`config.mk`:
```
export PLATFORM = sky130hd
export DESIGN_NAME = fft_fifo_axis_rd_bridge
export DESIGN_NICKNAME = d
export VERILOG_FILES = /design/src/rtl/fft_axis_pkg.sv /design/src/rtl/fft_axis_skid_buf.sv /design/src/rtl/fft_fifo_axis_rd_bridge.sv
export SDC_FILE = /design/constraint.sdc
export NUM_CORES = 1
export LEC_CHECK = 0
export ABC_AREA = 1
export BUFFER_PORTS_ARGS = -buffer_cell sky130_fd_sc_hd__buf_2
export CAP_MARGIN = 20
export CORE_MARGIN = 2
export CORE_UTILIZATION = 55
export CTS_BUF_LIST = sky130_fd_sc_hd__clkbuf_16
export DETAILED_ROUTE_END_ITERATION = 12
export PLACE_DENSITY = 0.86
export SLEW_MARGIN = 40
export SYNTH_ARGS = -nofsm -noshare
export SYNTH_HDL_FRONTEND = slang
export SYNTH_SLANG_ARGS = --single-unit
export TNS_END_PERCENT = 5
```
`constraint.sdc`:
```
create_clock -name rd_clk -period 4.6 [get_ports rd_clk]
set_input_delay 0.69 -clock rd_clk [delete_from_list [all_inputs] [get_ports rd_clk]]
set_output_delay 0.69 -clock rd_clk [all_outputs]
set_load 0.05 [all_outputs]
```
`src/rtl/fft_axis_pkg.sv`:
```
// Shared constants and types for the FFT FIFO to AXI-Stream read bridge.
// Frame length, index width and frame counter width defaults live here.
package fft_axis_pkg;
   localparam int FRAME_LEN_DEF = 1024;
   localparam int CNT_WIDTH_DEF = 16;
   localparam int FCNT_W        = 16;

   typedef logic [1:0] occ_t;
endpackage

```
`src/rtl/fft_axis_skid_buf.sv`:
```
// Two-entry in-order skid buffer between the FIFO read port and AXI-Stream.
// Head entry is always r_d0; r_d1 only holds data when occupancy is 2.
module fft_axis_skid_buf
   import fft_axis_pkg::*;
#(
   parameter int DATA_WIDTH = 32
) (
   input  logic                  i_clk,
   input  logic                  i_rst,
   input  logic                  i_push,
   input  logic                  i_pop,
   input  logic [DATA_WIDTH-1:0] i_data,
   output logic [DATA_WIDTH-1:0] o_head,
   output occ_t                  o_occ,
   output logic                  o_empty
);

   logic [DATA_WIDTH-1:0] r_d0;
   logic [DATA_WIDTH-1:0] r_d1;
   occ_t                  r_occ;
   occ_t                  w_occ_nxt;

   assign w_occ_nxt = r_occ + {1'b0, i_push} - {1'b0, i_pop};
   assign o_head    = r_d0;
   assign o_occ     = r_occ;
   assign o_empty   = (r_occ == 2'd0);

   always_ff @(posedge i_clk) begin
      if (i_rst) begin
         r_occ <= '0;
      end else begin
         r_occ <= w_occ_nxt;
      end
   end

   // Data entries carry no reset; occupancy alone qualifies them.
   always_ff @(posedge i_clk) begin
      if (i_push) begin
         if (r_occ == 2'd0 || (r_occ == 2'd1 && i_pop)) begin
            r_d0 <= i_data;
         end else if (r_occ == 2'd1) begin
            r_d1 <= i_data;
         end else if (i_pop) begin
            r_d0 <= r_d1;
            r_d1 <= i_data;
         end
      end else if (i_pop && r_occ == 2'd2) begin
         r_d0 <= r_d1;
      end
   end

   a_no_overflow : assert property (@(posedge i_clk) disable iff (i_rst)
      !(i_push && !i_pop && r_occ == 2'd2));

   a_no_underflow : assert property (@(posedge i_clk) disable iff (i_rst)
      !(i_pop && r_occ == 2'd0));

endmodule

```
`src/rtl/fft_fifo_axis_rd_bridge.sv`:
```
// Drains a FIFO with 1-cycle read latency into an AXI-Stream master,
// framing samples with tuser (index 0) and tlast (index FRAME_LEN-1).
module fft_fifo_axis_rd_bridge
   import fft_axis_pkg::*;
#(
   parameter int DATA_WIDTH = 32,
   parameter int FRAME_LEN  = FRAME_LEN_DEF,
   parameter int CNT_WIDTH  = CNT_WIDTH_DEF
) (
   input  logic                  rd_clk,
   input  logic                  rd_rst,
   output logic                  fifo_rd_en,
   input  logic                  fifo_rd_empty,
   input  logic [DATA_WIDTH-1:0] fifo_rd_data,
   input  logic                  frame_restart,
   output logic [DATA_WIDTH-1:0] m_axis_tdata,
   output logic                  m_axis_tvalid,
   input  logic                  m_axis_tready,
   output logic                  m_axis_tlast,
   output logic                  m_axis_tuser,
   output logic [FCNT_W-1:0]     frame_count
);

   localparam logic [CNT_WIDTH-1:0] LAST_IDX = CNT_WIDTH'(FRAME_LEN - 1);

   logic                 r_inflight;
   logic                 r_rst_pend;
   logic [CNT_WIDTH-1:0] r_idx;
   logic [FCNT_W-1:0]    r_fcnt;

   logic                 w_pop;
   logic                 w_empty;
   logic                 w_at_last;
   occ_t                 w_occ;
   logic [2:0]           w_level;

   fft_axis_skid_buf #(
      .DATA_WIDTH (DATA_WIDTH)
   ) u_skid (
      .i_clk   (rd_clk),
      .i_rst   (rd_rst),
      .i_push  (r_inflight),
      .i_pop   (w_pop),
      .i_data  (fifo_rd_data),
      .o_head  (m_axis_tdata),
      .o_occ   (w_occ),
      .o_empty (w_empty)
   );

   // Level counts buffered plus in-flight words after this cycle's pop.
   assign w_level = {1'b0, w_occ} + {2'b00, r_inflight} - {2'b00, w_pop};

   assign fifo_rd_en    = !rd_rst && !fifo_rd_empty && (w_level < 3'd2);
   assign m_axis_tvalid = !rd_rst && !w_empty;
   assign w_pop         = m_axis_tvalid && m_axis_tready;
   assign w_at_last     = (r_idx == LAST_IDX);
   assign m_axis_tuser  = m_axis_tvalid && (r_idx == '0);
   assign m_axis_tlast  = m_axis_tvalid && w_at_last;
   assign frame_count   = r_fcnt;

   // A restart seen while a beat is already presented is deferred so the
   // presented beat's flags stay stable until it is accepted.
   always_ff @(posedge rd_clk) begin
      if (rd_rst) begin
         r_inflight <= 1'b0;
         r_rst_pend <= 1'b0;
         r_idx      <= '0;
         r_fcnt     <= '0;
      end else begin
         r_inflight <= fifo_rd_en;
         if (w_pop) begin
            r_rst_pend <= 1'b0;
            if (frame_restart || r_rst_pend || w_at_last) begin
               r_idx <= '0;
            end else begin
               r_idx <= r_idx + CNT_WIDTH'(1);
            end
            if (m_axis_tlast) begin
               r_fcnt <= r_fcnt + FCNT_W'(1);
            end
         end else if (frame_restart) begin
            if (m_axis_tvalid) begin
               r_rst_pend <= 1'b1;
            end else begin
               r_idx <= '0;
            end
         end
      end
   end

endmodule

```
* Yosys cells after proc, flatten, opt, wreduce, memory -nomap -nowiden
Index checks and enable logic that the tools add are counted.
** Cells by class
- Add/subtract/negate cells :: 6
- Mux-type cells :: 11
- Equal/unequal tests :: 6
- Reductions and logical operators :: 25
- Bitwise gates (word level) :: 1
- Order comparisons :: 1
** Operators by type and width (number)
- 32-bit 2-to-1 mux :: 7
- 16-bit 2-to-1 mux :: 4
- 16-bit by 1-bit adder with 16-bit output (second input constant) :: 2
- 16-bit by 10-bit equality test with 1-bit output (second input constant) :: 1
- 16-bit zero test :: 1
- 1-bit logical AND :: 8
- 2-bit AND reduction :: 3
- 3-bit AND reduction :: 2
- 2-bit nonzero test :: 3
- 2-bit by 1-bit adder with 3-bit output :: 1
- 1-bit zero test :: 3
- 1-bit logical OR :: 3
- 3-bit by 2-bit < comparator with 1-bit output (second input constant) :: 1
- 3-bit by 1-bit != test with 1-bit output (second input constant) :: 1
- 3-bit by 2-bit != test with 1-bit output (second input constant) :: 1
- 3-bit by 1-bit subtractor with 3-bit output :: 1
- 2-bit by 1-bit adder with 2-bit output :: 1
- 2-bit by 1-bit equality test with 1-bit output (second input constant) :: 1
- 2-bit equality test (second input constant) :: 1
- 2-bit zero test :: 1
- 2-bit by 1-bit != test with 1-bit output (second input constant) :: 1
- 2-bit OR reduction :: 1
- 2-bit by 1-bit subtractor with 2-bit output :: 1
- 1-bit inverter :: 1
** Storage, ports and cells
- Output and inout bits :: 52
- Input port bits :: 37
- Word-level logic and storage cells :: 57
- Register bits :: 100

* Longest topological paths before layout
Gate-level depths: netlist of the first run.
- Word-level depth :: 8
- Mapped depth :: 11
- Gate-level depth less buffers :: 11

* Modules after synthesis
A second synthesis of the first run with hierarchy kept.
** Unflattened totals
- Cells, all modules :: 525
- Area, all modules :: 4763.3 µm²
** Modules (own cells, without submodules)
- fft_axis_skid_buf :: area an instance 2668.8 µm², instances 1, sequential area each 1961.9 µm², cells an instance 201
- fft_fifo_axis_rd_bridge :: area an instance 2094.5 µm², instances 1, sequential area each 680.7 µm², cells an instance 324

* Worst setup path before layout of the first run
OpenSTA, ideal clock, no wires.
- Kind :: input port to output port
- Start :: in rd_rst
- End :: out fifo_rd_en
- Setup slack :: 0.372 ns
- Data arrival time :: 3.538 ns
- Stages :: 9
- Path buffers :: 1
- Required time :: 3.910 ns
- Path through :: buf_2 inv_2 o21ai_2 nor2_2 ha_1 inv_1 ha_1 fa_1 nor4_1
** Between the ends
- Word-level cells in the longest chain between the ends :: 6
- Elaborated cells on any way between the ends :: 7
- Classes of those cells :: add/sub: 1; order compare: 1; reduce/logical: 5
** RTL lines
- from (decl) :: line fft_fifo_axis_rd_bridge.sv:11 : input logic rd_rst,
- 1-bit zero test * :: line fft_fifo_axis_rd_bridge.sv:53, fft_fifo_axis_rd_bridge.sv:54
- 1-bit logical AND :: line fft_fifo_axis_rd_bridge.sv:54 : assign m_axis_tvalid = !rd_rst && !w_empty;
- 1-bit logical AND :: line fft_fifo_axis_rd_bridge.sv:55 : assign w_pop = m_axis_tvalid && m_axis_tready;
- 3-bit by 1-bit subtractor with 3-bit output :: line fft_fifo_axis_rd_bridge.sv:51 : assign w_level = {1'b0, w_occ} + {2'b00, r_inflight} - {2'b00, w_pop};
- 3-bit by 2-bit < comparator with 1-bit output :: line fft_fifo_axis_rd_bridge.sv:53 : assign fifo_rd_en = !rd_rst && !fifo_rd_empty && (w_level < 3'd2);
- 1-bit logical AND * :: line fft_fifo_axis_rd_bridge.sv:53
- to (decl) :: line fft_fifo_axis_rd_bridge.sv:12 : output logic fifo_rd_en,
Every way passes the cells marked *; elsewhere a longest branch is shown, timed or not.

* Worst setup path in the final report of the first run
Same ends and word-level chain as after synthesis.

==> metrics.csv, run 1 <==
stage,metric,value,unit
routing,Routed WL,9990,um
setup_path,reg2reg end,u_skid.o_head[5],
routing,First-pass DRT Iterations,5,
synth,post-synth top area cell,edfxtp_1,
placement,Post-DP HPWL,6990,um
setup_path,ordered list of cells on the worst path,"buf_2, inv_2, o21ai_2, nor2_2, ha_1, inv_1, ha_1, fa_1, nor4_1, buf_2",
synth,register area share after synthesis,0.576,
synth,"count leader, synth",nand2_1,
layout,Ant. Diodes,0,
sta,RSZ-0062 raised after global routing,no,
setup_path,reg2reg start,u_skid.o_occ[1],
global_route,grt ovf,0,
sta,Final Hold Vio Count,0,
synth,Area contributors post-synth,"edfxtp_1 42%, dfxtp_1 16%, nand2_1 13%, nand3_1 6.4%, nor2_1 4.6%",
sta,relative slew slack,0.487,
sta,max-slew violation count,0,
layout,Final Instance Area,0.00541,mm2
setup_path,CP required,3.91,ns
clock_tree,TritonCTS buffer count,9,
floorplan,Core Region,0.00813,mm2
synth,Async SR Flop Fraction,0,
synth,cell area after synthesis,0.00459,mm2
synth,Post-synth EDFFs,64,
setup_path,critical path's top delay family,adder cells,
synth,synthesized net count,552,
routing,# DRC,0,
global_route,Tot GR Track Use,0.230,
synth,Cells after Synth,509,
run_status,outcome,"complete, no violations",
clock_tree,CTS root buf,clkbuf_16,
clock_tree,post-cts resize count,0,
placement,pre-CTS setup slack,0.909,ns
setup_path,reg2reg path depth,7,
clock_tree,CTS sink cnt,100,
setup_path,WP depth,10,
synth,post-synthesis register bit count,100,
placement,Placed Area,0.00511,mm2
routing,DRT iter0 DRCs,268,
sta,clk_skew,0.0111,ns
setup_path,Critical path origin,rd_rst,
clock_tree,CTS HTree Levels,3,
clock_tree,cts hold-fix bufs,0,
setup_path,crit path capture,fifo_rd_en,
synth,Yosys cell types,32,
clock_tree,Longest Clk Path Bufs,2,
floorplan,starting density of the core,0.564,
routing,vias per inst,5.35,
synth,post-synth top area share,0.419,
pwr,Pwr per Cell Area,590,mW/mm2
global_route,initial antenna violation count,0,
sta,final setup fails,0,
global_route,vias in the first global route,3429,
routing,drt wl/cell,14.2,um
setup_path,Critical Path Max Stage Delay,0.48,ns
sta,post-route minimum period,3.70,ns
pwr,P_int,1.85,mW
clock_tree,CTS tree,built,
sta,period utilisation layout,0.803,
layout,Reg area,0.00264,mm2
floorplan,I/O Pins,89,
pwr,peak supply drop,0.000265,V
clock_tree,# Post-CTS Setup Buffers,0,
floorplan,num rows,33,
synth,Commonest cells post-synth,"158 x nand2_1, 64 x edfxtp_1, 59 x nand3_1",
setup_path,Critical Path Slowest Stage Cell,fa_1,
setup_path,"Max FO, Critical Path",21,
setup_path,CP Capture Type,primary output,
pwr,sequential share of power,0.386,
min_path,Min-Delay Path Class,reg -> reg,
synth,top_reg_cell synth,edfxtp_1,
pwr,LEAKAGE,2.27,nW
setup_path,CP Buf/Inv Count,4,
placement,Placer Congestion,0.911,
clock_tree,Worst-Skew Late Latency,0.34,ns
setup_path,Crit Path Category,in -> out,
global_route,first-pass GRT wire length,15900,um
floorplan,Die X,95.4,um
placement,IO Port Bufs,88,
sta,Least-Margin Pin Slew,0.768,ns
routing,vias,3771,
layout,area of the multi-input gates,0.00171,mm2
global_route,pin count of the biggest net entering global routing,36,
floorplan,Die Y,95.4,um
synth,YS warnings,0,
setup_path,Setup crit start kind,input pin,
pwr,switching part of the total power,0.420,
layout,filler cell count,621,
sta,Final WS setup,0.904,ns
pwr,power share of the clock group,0.240,
floorplan,die area,0.00909,mm2
setup_path,worst reg2reg setup slack,2.12,ns
layout,Area Growth Syn to Fin,17.9,%
setup_path,WP data arrival,3.01,ns
clock_tree,clock slew at reported path FFs,0.07,ns
layout,share of cells above drive strength 1,0.217,
synth,Avg Inst Size Synth,9.02,um2
routing,Final ANT Viol Nets,0,
layout,fin nets,638,
pwr,Switch Pwr,1.34,mW
sta,fmax,271,MHz
pwr,combinational share of power,0.375,
job,Max Cap Viol,0,
layout,Layout Utilization,0.666,
sta,Fin Setup TNS,0,ns
-- per-layer routing --
layer	global-route usage	share of wire
met1	0.291	0.41
met4	0.0857	0.017
met3	0.0506	0.077
met5	0	0
met2	0.387	0.50
-- worst reg2reg max path, cell delays in order (launching register included) --
cell     delay (ns)
dfxtp_1        0.56
o21ai_2        0.12
nor2_2         0.15
nor2_1         0.13
nor2_4         0.61
nand2_4        0.39
nand2_1        0.16
nand2_1        0.10
-- sequential cells by signal (all words and copies together) (netlist names) --
register       count
u_skid.o_head     32
u_skid.o_occ       2
frame_count       16
r_idx             16
r_inflight         1
u_skid.r_d1       32
r_rst_pend         1
-- cell families after synthesis --
| family | after synthesis | share of synthesized area |
|---|---|---|
| flip-flops | 100 | 0.576 |
| buffers and inverters | 54 | 0.0551 |
| AND/OR/NAND/NOR | 307 | 0.295 |
| XOR/XNOR | 6 | 0.0114 |
| adder cells (fa/ha/maj) | 6 | 0.0180 |
| AO/OA/AOI/OAI | 36 | 0.0450 |
-- cell usage in the layout (no fill, tap or decap), types with 3 or more instances in the layout --
| master | n |
|---|---|
| nor2_1 | 55 |
| nor3_1 | 5 |
| nand3_1 | 59 |
| nor2_4 | 5 |
| clkbuf_16 | 9 |
| xor2_1 | 5 |
| a21oi_1 | 22 |
| dfxtp_1 | 36 |
| nor2_2 | 5 |
| buf_2 | 88 |
| inv_2 | 4 |
| nand2_4 | 3 |
| o21ai_0 | 6 |
| nor4_1 | 3 |
| ha_1 | 5 |
| nand4_1 | 10 |
| nand2_1 | 158 |
| inv_1 | 34 |
| edfxtp_1 | 64 |
-- power by group through the flow --
| stage | clock network, mW | logic, mW | registers, mW |
|---|---|---|---|
| floorplan | 0 | 0.536 | 1.68 |
| global placement | 0 | 1.15 | 1.25 |
| detailed placement | 0 | 1.20 | 1.26 |
| CTS | 0.774 | 1.20 | 1.24 |
| global route | 0.808 | 1.29 | 1.25 |
| finish | 0.766 | 1.20 | 1.23 |
-- cell type report --
cell class,count,area share
clock buffers,9,0.0416
clock inverters,7,0.0148
inverters,38,0.0263
multi-input cells,355,0.317
flip-flops and latches,100,0.488
well taps,105,0.0243
repair buffers,91,0.0883
-- worst min path at each step --
stage	startpoint	to	slack, ns	cells after the start
floorplan	r_idx[1]	r_idx[1]	0.47	2
global placement	frame_count[15]	frame_count[15]	0.48	2
detailed placement	frame_count[15]	frame_count[15]	0.49	2
CTS	fifo_rd_empty	r_inflight	0.51	2
global route	fifo_rd_empty	r_inflight	0.52	2
finish	frame_count[15]	frame_count[15]	0.51	2
-- through the flow --
stage          total power, mW  hold WS, ns  std cells
2_1_floorplan             2.21        0.473        509
3_3_place_gp              2.40        0.476        687
3_5_place_dp              2.45        0.494        689
4_1_cts                   3.21        0.509        705
5_1_grt                   3.35        0.519        705
6_report                  3.20        0.510        705
No activity file was read; power rests on OpenSTA's default activity.
==> inputs of run 2 (changes only) <==
==> constraint.sdc (replaced) <==
create_clock -name rd_clk -period 3.5 [get_ports rd_clk]
set_input_delay 0.525 -clock rd_clk [delete_from_list [all_inputs] [get_ports rd_clk]]
set_output_delay 0.525 -clock rd_clk [all_outputs]
set_load 0.05 [all_outputs]
==> run 2 against run 1 <==
  * Clock power rose by 33%
  * Final area is 0.30% higher
  * Hold slack got worse by 0.14 ns
  * Clock-buffer cell count unchanged
  * Clock skew decreased by 0.0026 ns
  * Utilization grew 0.20 points
  * Final cell count increased by 0.28%
  * Register-to-register slack got worse by 1.1 ns
  * Sequential share of layout area shrank 0.15 points
  * Combinational power increased by 31%
==> metrics.csv, run 2 (synthesis gave the netlist of run 1 again) <==
stage,metric,value,unit
setup_path,Crit Path Category,reg -> out,
routing,Routed WL,9670,um
clock_tree,CTS root buf,clkbuf_16,
routing,Final ANT Viol Nets,0,
sta,RSZ-0062 raised after global routing,no,
min_path,Min-Delay Path Class,in -> reg,
sta,max-slew violation count,0,
sta,period utilisation layout,0.898,
routing,# DRC,0,
floorplan,Die Y,95.4,um
global_route,pin count of the biggest net entering global routing,36,
clock_tree,# Post-CTS Setup Buffers,0,
clock_tree,clock slew at reported path FFs,0.07,ns
pwr,Pwr per Cell Area,775,mW/mm2
sta,clk_skew,0.00847,ns
run_status,outcome,"complete, no violations",
sta,Final WS setup,0.357,ns
routing,drt wl/cell,13.7,um
clock_tree,CTS HTree Levels,3,
setup_path,Critical Path Slowest Stage Cell,dfxtp_1,
layout,filler cell count,625,
clock_tree,post-cts resize count,0,
global_route,Tot GR Track Use,0.220,
setup_path,CP required,2.97,ns
layout,Final Instance Area,0.00543,mm2
setup_path,ordered list of cells on the worst path,"o21ai_2, nor2_2, ha_1, inv_1, ha_1, fa_1, nor4_2, buf_2",
floorplan,num rows,33,
clock_tree,TritonCTS buffer count,9,
pwr,switching part of the total power,0.420,
clock_tree,CTS tree,built,
floorplan,Die X,95.4,um
sta,Final Hold Vio Count,0,
global_route,initial antenna violation count,0,
placement,placed cell count,690,
layout,Ant. Diodes,0,
setup_path,cell mode on critical path,ha_1,
global_route,first-pass GRT wire length,15400,um
floorplan,starting density of the core,0.564,
pwr,Switch Pwr,1.77,mW
clock_tree,CTS sink cnt,100,
pwr,power share of the clock group,0.242,
setup_path,Critical Path Max Stage Delay,0.56,ns
setup_path,Setup crit start kind,flip-flop,
placement,pre-CTS setup slack,0.608,ns
clock_tree,Worst-Skew Late Latency,0.34,ns
sta,final setup fails,0,
sta,post-route minimum period,3.14,ns
layout,most frequent cells in the layout,"158 x nand2_1, 88 x buf_2, 64 x edfxtp_1",
pwr,P_int,2.44,mW
job,Max Cap Viol,0,
routing,vias per inst,5.36,
placement,Post-DP HPWL,6960,um
clock_tree,cts hold-fix bufs,0,
setup_path,WP data arrival,2.62,ns
setup_path,CP Capture Type,primary output,
placement,Placed Area,0.00511,mm2
routing,DRT iter0 DRCs,238,
global_route,vias in the first global route,3404,
floorplan,Core Region,0.00813,mm2
pwr,combinational share of power,0.373,
routing,First-pass DRT Iterations,8,
layout,share of cells above drive strength 1,0.221,
floorplan,die area,0.00909,mm2
layout,"commonest non-fill, non-tap cell in the layout",nand2_1,
sta,relative slew slack,0.500,
global_route,grt ovf,0,
sta,fmax,318,MHz
clock_tree,Longest Clk Path Bufs,2,
placement,IO Port Bufs,88,
sta,Least-Margin Pin Slew,0.748,ns
sta,Fin Setup TNS,0,ns
setup_path,"Max FO, Critical Path",7,
floorplan,I/O Pins,89,
routing,vias,3789,
layout,"number of standard cells in the layout, taps in and fillers out",707,
pwr,peak supply drop,0.000377,V
layout,Area Growth Syn to Fin,18.3,%
layout,fin nets,640,
placement,Placer Congestion,0.862,
pwr,sequential share of power,0.385,
pwr,LEAKAGE,2.28,nW
## run 2: per-layer routing
metal / GRT usage / wire length (um)
met4: 0.0628 / 114
met5: 0 / 0
met3: 0.0617 / 842
met1: 0.271 / 3860
met2: 0.379 / 4850
## run 2: layout make-up
class	count	area (um2)	share of cell area
clock buffer	9	225	0.0415
clock inverter	7	82.6	0.0152
inverter	38	143	0.0263
multi-input combinational	355	1720	0.317
sequential	100	2640	0.487
tap	105	131	0.0242
timing repair buffer	93	485	0.0894
## run 2: power by group through the flow
stage          sequential [mW]  combinational (mW)  clock (mW)
6_report                  1.62                1.57        1.02
4_1_cts                   1.63                1.56        1.04
5_1_grt                   1.64                1.69        1.08
2_1_floorplan             2.20               0.710           0
3_5_place_dp              1.65                1.56           0
3_3_place_gp              1.64                1.50           0
## run 2: path summary, 6_finish.rpt
kind              slack, ns                to  cells after the start              from
setup / recovery       0.36        fifo_rd_en                      8   u_skid.o_occ[1]
hold / removal         0.37   u_skid.r_d1[22]                      1  fifo_rd_data[22]
setup reg to reg       1.05  u_skid.o_head[6]                      7   u_skid.o_occ[1]
hold reg to reg        0.50   frame_count[15]                      2   frame_count[15]
## run 2: worst max-delay path, delay by kind of cell (launching register included)
family                   cells  cell delay (ns)
adder cells (fa/ha/maj)      3             0.88
flip-flops                   1             0.56
AND/OR/NAND/NOR              2             0.37
buffers and inverters        2             0.35
AO/OA/AOI/OAI                1             0.13
## run 2: metrics by stage
stage / hold slack, ns / power (mW) / utilization
2_1_floorplan: 0.473 / 2.91 / -
3_3_place_gp: 0.478 / 3.14 / 0.628
5_1_grt: 0.350 / 4.41 / 0.668
6_report: 0.368 / 4.21 / 0.668
3_5_place_dp: 0.493 / 3.21 / 0.628
4_1_cts: 0.353 / 4.23 / 0.666
